### src/rtl/dcache_ld_arbiter.sv
// ---------------------------------------------------------------------------
// dcache_ld_arbiter
//
// Shares the single D-cache load port between NUM_REQ load requesters with
// round-robin arbitration. Every accepted load pushes the requester index into
// an in-order ID FIFO. D$ responses are returned in order, so the FIFO head
// tells us which requester owns the current response. A flush marks every
// in-flight entry as killed. Responses for killed entries are accepted from
// the D$ and dropped.
//
// Ports:
//   clk_i, rst_i            clock, synchronous active-high reset
//   flush_i                 kill all in-flight loads, block new grants
//   req_valid_i/ready_o     per-requester load request handshake
//   req_addr_i, req_op_i    per-requester address and load op
//   rsp_valid_o/ready_i     per-requester response handshake
//   rsp_data_o, rsp_err_o   shared response payload (qualified by rsp_valid_o)
//   ld_req_*                D$ load request channel
//   ld_rsp_*                D$ load response channel
// ---------------------------------------------------------------------------
package decode_pkg;
    typedef enum logic [3:0] {
        LSU_LB  = 4'd0,
        LSU_LH  = 4'd1,
        LSU_LW  = 4'd2,
        LSU_LBU = 4'd3,
        LSU_LHU = 4'd4,
        LSU_SB  = 4'd8,
        LSU_SH  = 4'd9,
        LSU_SW  = 4'd10
    } lsu_op_e;
endpackage

module dcache_ld_arbiter
    import decode_pkg::*;
#(
    parameter int NUM_REQ         = 2,
    parameter int PLEN            = 32,
    parameter int XLEN            = 32,
    parameter int MAX_OUTSTANDING = 4,
    parameter int ID_W            = (NUM_REQ > 1) ? $clog2(NUM_REQ) : 1
) (
    input  logic                           clk_i,
    input  logic                           rst_i,
    input  logic                           flush_i,
    input  logic [NUM_REQ-1:0]             req_valid_i,
    output logic [NUM_REQ-1:0]             req_ready_o,
    input  logic [NUM_REQ-1:0][PLEN-1:0]   req_addr_i,
    input  lsu_op_e [NUM_REQ-1:0]          req_op_i,
    output logic [NUM_REQ-1:0]             rsp_valid_o,
    input  logic [NUM_REQ-1:0]             rsp_ready_i,
    output logic [XLEN-1:0]                rsp_data_o,
    output logic                           rsp_err_o,
    output logic                           ld_req_valid_o,
    input  logic                           ld_req_ready_i,
    output logic [PLEN-1:0]                ld_req_addr_o,
    output lsu_op_e                        ld_req_op_o,
    input  logic                           ld_rsp_valid_i,
    output logic                           ld_rsp_ready_o,
    input  logic [XLEN-1:0]                ld_rsp_data_i,
    input  logic                           ld_rsp_err_i
);

    localparam int PTR_W = (MAX_OUTSTANDING > 1) ? $clog2(MAX_OUTSTANDING) : 1;
    localparam int CNT_W = $clog2(MAX_OUTSTANDING + 1);

    // ------------------------------------------------------------------
    // State
    // ------------------------------------------------------------------
    logic [CNT_W-1:0]           count_reg, count_next;
    logic [PTR_W-1:0]           head_reg, head_next;
    logic [PTR_W-1:0]           tail_reg, tail_next;
    logic [ID_W-1:0]            rr_ptr_reg, rr_ptr_next;
    logic                       lock_reg, lock_next;
    logic [ID_W-1:0]            lock_id_reg, lock_id_next;
    logic [ID_W-1:0]            id_mem_reg [MAX_OUTSTANDING];
    logic [MAX_OUTSTANDING-1:0] killed_reg, killed_next;

    // ------------------------------------------------------------------
    // Arbitration
    // ------------------------------------------------------------------
    logic [ID_W-1:0] winner;
    logic            found;
    logic            full;
    logic            empty;
    logic            grant_valid;
    logic            accept;

    // While a request is stalled by the D$ the grant is pinned to the same
    // requester so that addr/op presented to the D$ cannot change under it.
    always_comb begin
        int idx;
        winner = '0;
        found  = 1'b0;
        idx    = 0;
        if (lock_reg) begin
            winner = lock_id_reg;
            found  = req_valid_i[lock_id_reg];
        end else begin
            for (int i = 0; i < NUM_REQ; i++) begin
                idx = (int'(rr_ptr_reg) + i) % NUM_REQ;
                if (!found && req_valid_i[idx]) begin
                    found  = 1'b1;
                    winner = ID_W'(idx);
                end
            end
        end
    end

    assign full  = (count_reg == CNT_W'(MAX_OUTSTANDING));
    assign empty = (count_reg == '0);

    // Full blocks the grant even if a response pops this cycle: no bypass.
    assign grant_valid = found && !full && !flush_i && !rst_i;
    assign accept      = grant_valid && ld_req_ready_i;

    assign ld_req_valid_o = grant_valid;
    assign ld_req_addr_o  = rst_i ? '0 : req_addr_i[winner];
    assign ld_req_op_o    = rst_i ? LSU_LB : req_op_i[winner];

    always_comb begin
        req_ready_o = '0;
        if (accept) begin
            req_ready_o[winner] = 1'b1;
        end
    end

    // ------------------------------------------------------------------
    // Response routing
    // ------------------------------------------------------------------
    logic [ID_W-1:0] head_id;
    logic            head_killed;
    logic            pop;

    assign head_id     = id_mem_reg[head_reg];
    assign head_killed = killed_reg[head_reg];

    // Killed heads are drained unconditionally; an empty FIFO refuses the D$.
    always_comb begin
        rsp_valid_o    = '0;
        ld_rsp_ready_o = 1'b0;
        if (!rst_i && !empty) begin
            if (head_killed) begin
                ld_rsp_ready_o = 1'b1;
            end else begin
                rsp_valid_o[head_id] = ld_rsp_valid_i;
                ld_rsp_ready_o       = rsp_ready_i[head_id];
            end
        end
    end

    assign rsp_data_o = rst_i ? '0 : ld_rsp_data_i;
    assign rsp_err_o  = rst_i ? 1'b0 : ld_rsp_err_i;
    assign pop        = ld_rsp_valid_i && ld_rsp_ready_o;

    // ------------------------------------------------------------------
    // Next-state logic
    // ------------------------------------------------------------------
    always_comb begin
        count_next   = count_reg;
        head_next    = head_reg;
        tail_next    = tail_reg;
        rr_ptr_next  = rr_ptr_reg;
        lock_next    = lock_reg;
        lock_id_next = lock_id_reg;

        if (accept && !pop) begin
            count_next = count_reg + CNT_W'(1);
        end else if (!accept && pop) begin
            count_next = count_reg - CNT_W'(1);
        end

        if (accept) begin
            tail_next   = (tail_reg == PTR_W'(MAX_OUTSTANDING - 1)) ? '0 : tail_reg + PTR_W'(1);
            rr_ptr_next = (int'(winner) == NUM_REQ - 1) ? '0 : winner + ID_W'(1);
        end
        if (pop) begin
            head_next = (head_reg == PTR_W'(MAX_OUTSTANDING - 1)) ? '0 : head_reg + PTR_W'(1);
        end

        if (flush_i || accept) begin
            lock_next = 1'b0;
        end else if (grant_valid && !ld_req_ready_i) begin
            lock_next    = 1'b1;
            lock_id_next = winner;
        end
    end

    // Per-entry kill flags: a flush kills everything in flight; a fresh push
    // clears the flag of the slot it lands in (never both in one cycle).
    for (genvar gi = 0; gi < MAX_OUTSTANDING; gi++) begin : g_killed
        assign killed_next[gi] = flush_i ? 1'b1
                               : (accept && tail_reg == PTR_W'(gi)) ? 1'b0
                               : killed_reg[gi];
    end

    // ------------------------------------------------------------------
    // Registers
    // ------------------------------------------------------------------
    always_ff @(posedge clk_i) begin
        if (rst_i) begin
            count_reg   <= '0;
            head_reg    <= '0;
            tail_reg    <= '0;
            rr_ptr_reg  <= '0;
            lock_reg    <= 1'b0;
            lock_id_reg <= '0;
            killed_reg  <= '0;
        end else begin
            count_reg   <= count_next;
            head_reg    <= head_next;
            tail_reg    <= tail_next;
            rr_ptr_reg  <= rr_ptr_next;
            lock_reg    <= lock_next;
            lock_id_reg <= lock_id_next;
            killed_reg  <= killed_next;
        end
    end

    // ID storage needs no reset: entries are only read while count is nonzero.
    always_ff @(posedge clk_i) begin
        if (accept) begin
            id_mem_reg[tail_reg] <= winner;
        end
    end

`ifndef SYNTHESIS
    // A D$ response with nothing outstanding means the D$ and this block
    // have lost track of each other.
    rsp_on_empty_fifo : assert property (@(posedge clk_i) disable iff (rst_i)
        !(ld_rsp_valid_i && empty));
`endif

endmodule

### config.mk
export PLATFORM = sky130hd
export DESIGN_NAME = dcache_ld_arbiter
export DESIGN_NICKNAME = d
export VERILOG_FILES = /design/src/rtl/dcache_ld_arbiter.sv
export SDC_FILE = /design/constraint.sdc
export NUM_CORES = 1
export LEC_CHECK = 0
export CAP_MARGIN = 20
export CORE_MARGIN = 2
export CORE_UTILIZATION = 29
export CTS_BUF_LIST = sky130_fd_sc_hd__clkbuf_4 sky130_fd_sc_hd__clkbuf_8
export CTS_CLUSTER_SIZE = 12
export DETAILED_ROUTE_END_ITERATION = 10
export PLACE_DENSITY = 0.94
export SYNTH_ARGS = -nofsm -noshare
export SYNTH_HDL_FRONTEND = slang
export SYNTH_SLANG_ARGS = --single-unit
### constraint.sdc
create_clock -name clk_i -period 3.3 [get_ports clk_i]
set_clock_uncertainty 0.2 [all_clocks]
set_input_delay 0.33 -clock clk_i [delete_from_list [all_inputs] [get_ports clk_i]]
set_output_delay 0.33 -clock clk_i [all_outputs]
set_load 0.005 [all_outputs]
-- After elaboration in Yosys (flattened, before gate mapping)
Memories as Yosys holds them, arrays and structs flattened. A register that Yosys moved wholly into a read port is not among the register bits.
Cells that the tools add are included.
- register bits after elaboration: 14
- bits in latches: 0
- bits in writable memories: 4
- memory bits (read-only): 0
- output and inout bits: 75
- memories kept: 1
- add/subtract/negate cells: 6
- multipliers: 0
- divide/modulo/power cells: 0
- $lt $le $gt $ge: 8
- equality and inequality tests: 5
- shifts and indexed selects: 0
- mux-type cells: 52
- bitwise operators: 3
- reductions and logical operators: 34
- memories (memory ; depth ; bits a word ; read ports ; clocked after memory_dff ; write ports ; RTL line ; text):
    id_mem_reg ; 4 ; 1 ; 1 ; 1 ; 1 ; 76 ; logic [ID_W-1:0] id_mem_reg [MAX_OUTSTANDING];
- operators by type and width (operator ; count):
    32-bit 2-to-1 mux ; 4
    1-bit 2-to-1 mux ; 33
    1-bit logical AND ; 16
    2-bit 2-to-1 mux ; 7
    4-bit 2-to-1 mux ; 3
    2-bit nonzero test ; 5
    1-bit zero test ; 8
    1-bit by 2-bit less-than comparator with 1-bit output (second input constant) ; 4
    2-bit equality test (second input constant) ; 3
    2-bit by 3-bit less-than comparator with 1-bit output (second input constant) ; 2
    3-bit 2-to-1 mux ; 2
    2-bit by 1-bit adder with 2-bit output (second input constant) ; 2
    3-bit by 1-bit adder with 3-bit output (second input constant) ; 1
    3-bit equality test (second input constant) ; 1
    3-bit zero test ; 1
    3-bit by 1-bit subtractor with 3-bit output (second input constant) ; 1
    1-bit adder (second input constant) ; 2
    2-bit AND ; 1
    1-bit binary-select mux with 2-bit select ; 1
    1-bit demux with 1-bit select ; 2
    2-bit by 1-bit equality test with 1-bit output (second input constant) ; 1
    1-bit greater-or-equal comparator (second input constant) ; 2
    2-bit zero test ; 1
    2-bit AND reduction ; 1
    other kinds (4) ; 4

-- Depth between registers and ports, before layout
Gate-level depths: netlist (run 1).
- depth after elaboration: 16
- gate-level depth with buffers: 12
- depth with buffers taken out: 11

-- Worst setup path after synthesis (run 1)
OpenSTA, ideal clock, no wires.
- kind: in2reg
- start point: input rst_i
- end point: register count_reg[2]
- setup time: 0.070 ns
- arrival: 2.552 ns
- required time: 3.030 ns
- path slack: 0.477 ns
- cell stages on the path: 12
- buffers on the path: 1
- cells stage by stage: buf_6 -> or2_1 -> a2111o_1 -> clkinv_4 -> nand2_1 -> inv_1 -> ha_1 -> inv_1 -> fa_1 -> xor2_1 -> or3_1 -> a21oi_1
- RTL lines (what ; RTL line ; text):
    start, declared ; 44 ; input logic rst_i,
    1-bit zero test * ; 114 ; assign grant_valid = found && !full && !flush_i && !rst_i;
    1-bit logical AND * ; 114 ;
    named net ld_req_valid_o ; 54 ; output logic ld_req_valid_o,
    1-bit logical AND * ; 115 ; assign accept = grant_valid && ld_req_ready_i;
    named net accept ; 87 ; logic accept;
    1-bit zero test ; 169 ; end else if (!accept && pop) begin
    1-bit logical AND ; 169 ;
    2-bit nonzero test (no line) ; -- ;
    end signal, assigned ; 210 ; count_reg <= count_next;
    end, declared ; 70 ; logic [CNT_W-1:0] count_reg, count_next;
The timed path passes the listed nets; every way through them passes the cells marked *.
A chain may end at the register's enable or synchronous reset.

==> results of run 1 <==
worst max path at each step:
stage                          from                         to  slack [ns]
after floorplan               rst_i  count_reg[2]$_SDFFE_PP0P_        0.48
after global placement      flush_i  count_reg[2]$_SDFFE_PP0P_        0.23
after detailed placement    flush_i  count_reg[2]$_SDFFE_PP0P_        0.14
after CTS                 flip-flop  count_reg[2]$_SDFFE_PP0P_        0.31
after global routing      flip-flop  count_reg[2]$_SDFFE_PP0P_        0.14
final                     flip-flop  count_reg[2]$_SDFFE_PP0P_        0.31
cells by family (layout without fill, tap and decap cells):
kind of cell / count (synthesis) / count (layout) / synth area share, %
simple gates: 146 / 146 / 38.42
compound gates: 56 / 56 / 18.71
buf+inv: 31 / 215 / 7.415
flops: 20 / 20 / 24.86
fa+ha+maj: 7 / 7 / 5.367
mux: 5 / 5 / 4.237
xor+xnor: 2 / 2 / 0.9889
critical path, stage by stage, from the launching register on:
cell,delay (ns)
dfxtp_1,0.35
mux4_2,0.54
mux2i_1,0.38
nand2b_1,0.12
nand2_1,0.10
ha_1,0.18
inv_1,0.06
fa_1,0.38
xor2_1,0.16
or3_1,0.31
a21oi_1,0.13
synth_stat cells, types with 3 or more instances:
cell / number
o21ai_0: 4
nor3_1: 3
edfxtp_1: 4
o311ai_0: 4
ha_1: 6
nor2b_1: 35
mux2i_1: 3
dfxtp_1: 16
clkbuf_1: 13
inv_1: 12
a21oi_1: 40
nor2_1: 10
nand2_1: 83
nand3_1: 3
per-layer routing:
| metal | share of wire (%) | GRT usage [%] | wire length [um] |
|---|---|---|---|
| met4 | 0 | 2.500 | 0 |
| met5 | 0 | 0 | 0 |
| met3 | 8.7 | 5.543 | 610 |
| met2 | 55 | 37.89 | 3839 |
| met1 | 36 | 19.56 | 2548 |
power by group:
group	leakage (nW)	switching (mW)	internal, mW
Clock	0.0231	0.0813	0.0830
Combinational	1.30	0.155	0.279
Sequential	0.168	0.0146	0.266
Total	1.49	0.251	0.628
cell type report:
class | count | area [sq um]
Multi-Input combinational cell | 216 | 1200
Clock inverter | 1 | 3.754
Timing Repair Buffer | 197 | 1944
Sequential cell | 20 | 440.4
Tap cell | 75 | 93.84
Inverter | 14 | 57.56
Fill cell | 482 | 2140
Clock buffer | 3 | 41.29
==> run_results.csv, run 1 <==
group,metric,value,unit
status,status,"finished clean",
clock_tree,cts_tree,"done",
clock_tree,cts_sinks,20,
synth,yosys_warnings,0,
clock_tree,clock_path_buffers,2,
floorplan,rows,28,
detailed_routing,drtIter0Drc,103,
setup_path,cp-start-kind,"flip-flop",
detailed_routing,drtPass1Iterations,4,
setup_path,arrival,2.97,ns
synth,synth_area_leader_cell,"dfxtp_1",
global_routing,track_usage,18.89,%
clock_tree,postCtsHoldBufs,0,
global_routing,antenna_found_initial,0,
floorplan,core,5921,sq um
global_routing,grt_pass1_wl,10120,um
detailed_routing,viasPerCell,4.702,
synth,syn_area_per_cell,6.636,sq um
global_routing,grt_pass1_vias,2279,
setup_path,worstPathRequired,3.29,ns
floorplan,dieWidth,82.16,um
cells_and_area,drive_gt1_share,4.213,%
synth,netlist_instances,267,
setup_path,cp-end-kind,"flip-flop",
clock_tree,ctsResizeCount,0,
clock_tree,ctsHtreeMaxLevel,1,
cells_and_area,post-route-util,63.86,%
floorplan,die_h,82.16,um
timing,final_max_slew_viol_count,0,
synth,ys_async_sr_fraction,0,%
placement,place_area,3736,sq um
clock_tree,path_clk_slew,0.07,ns
placement,io_buffers,188,
power,powerDensity,232.4,nW/um^2
setup_path,cp_max_fo,5,
cells_and_area,final_cell_mix,"clkdlybuf4s50_1 (187), nand2_1 (83), a21oi_1 (40)",
timing,finalCriticalPeriod,2.986,ns
timing,fin_crit_sh,90.48,%
cells_and_area,fin_nets,573,
detailed_routing,routed_wl,6997,um
timing,maxSlewHeadroom,48.69,%
cells_and_area,synthToLayoutAreaGrowth,113.4,%
synth,synth_edf_count,4,
placement,place_congestion,0.8142,
detailed_routing,drt-wirelength-per-cell,13.30,um
power,ir_worst_vdd,0.2829,mV
synth,synth_flop_cell,"dfxtp_1",
detailed_routing,drcViolationCount,0,
setup_path,reg2reg_depth,10,
floorplan,ioPinCount,189,
timing,setup_viol,0,
setup_path,crit-reg2reg-capture,"count_reg[2]$_SDFFE_PP0P_",
worst_hold_path,min_path_cells,3,
power,finalPower,0.8786,mW
setup_path,r2r_setup_slack,0.31,ns
clock_tree,insertion_delay,0.26,ns
synth,synth.distinct_cells,37,
run,maxCapViolCount,0,
worst_hold_path,worstHoldPathType,"in2reg",
cells_and_area,fin_area,3781,sq um
clock_tree,ctsRootBufferMaster,"clkbuf_8",
synth,ys_seq_area_share,24.86,%
cells_and_area,layout_commonest_cell,"clkdlybuf4s50_1",
cells_and_area,instances_no_fill,526,
timing,final-hold-violation-count,0,
setup_path,crit_type,"reg2reg",
clock_tree,numCtsBuffers,3,
placement,dp_cells,522,
worst_hold_path,hold_end,"lock_reg$_SDFFE_PP0P_",
global_routing,grt_overflow_total,0,
floorplan,start_util,29.92,%
cells_and_area,diodes,0,
detailed_routing,ant_nets,0,
timing,fin_ws,0.3141,ns
global_routing,grt_max_degree,80,
synth,synth_area_leaders,"dfxtp_1 (18%), nand2_1 (18%), nor2b_1 (12%)",
power,leakagePower,1.495,nW
synth,ys_ff_latch,20,
synth,synth_top_area_share,18.08,%
timing,rsz0062_at_grt,"false",
synth,syn-cell-area,1772,sq um
timing,worst_pin_slew,0.7697,ns
detailed_routing,via_count,2473,
timing,timing.fmax,0.3349,GHz
worst_hold_path,hp-start,"rst_i",
floorplan,die-area,6750,sq um
placement,dp_hpwl,5626,um
clock_tree,postCtsSetupRepairBufs,0,
timing,fin_setup_tns,0,ns
timing,hold_slack,0.2197,ns
placement,dp_slack,0.1368,ns
synth,synthesis.nets,388,
(Power assumes the default switching activity.)
==> run 2, diff against run 1 <==
--- a/config.mk
+++ b/config.mk
@@ -11,7 +11,9 @@
 export CTS_BUF_LIST = sky130_fd_sc_hd__clkbuf_4 sky130_fd_sc_hd__clkbuf_8
 export CTS_CLUSTER_SIZE = 12
 export DETAILED_ROUTE_END_ITERATION = 10
+export HOLD_SLACK_MARGIN = 0.12
 export PLACE_DENSITY = 0.94
+export SKIP_CTS_REPAIR_TIMING = 1
 export SYNTH_ARGS = -nofsm -noshare
 export SYNTH_HDL_FRONTEND = slang
 export SYNTH_SLANG_ARGS = --single-unit
==> results of run 2 <==
Final layout, timing and power as in run 1 (identical DEF).
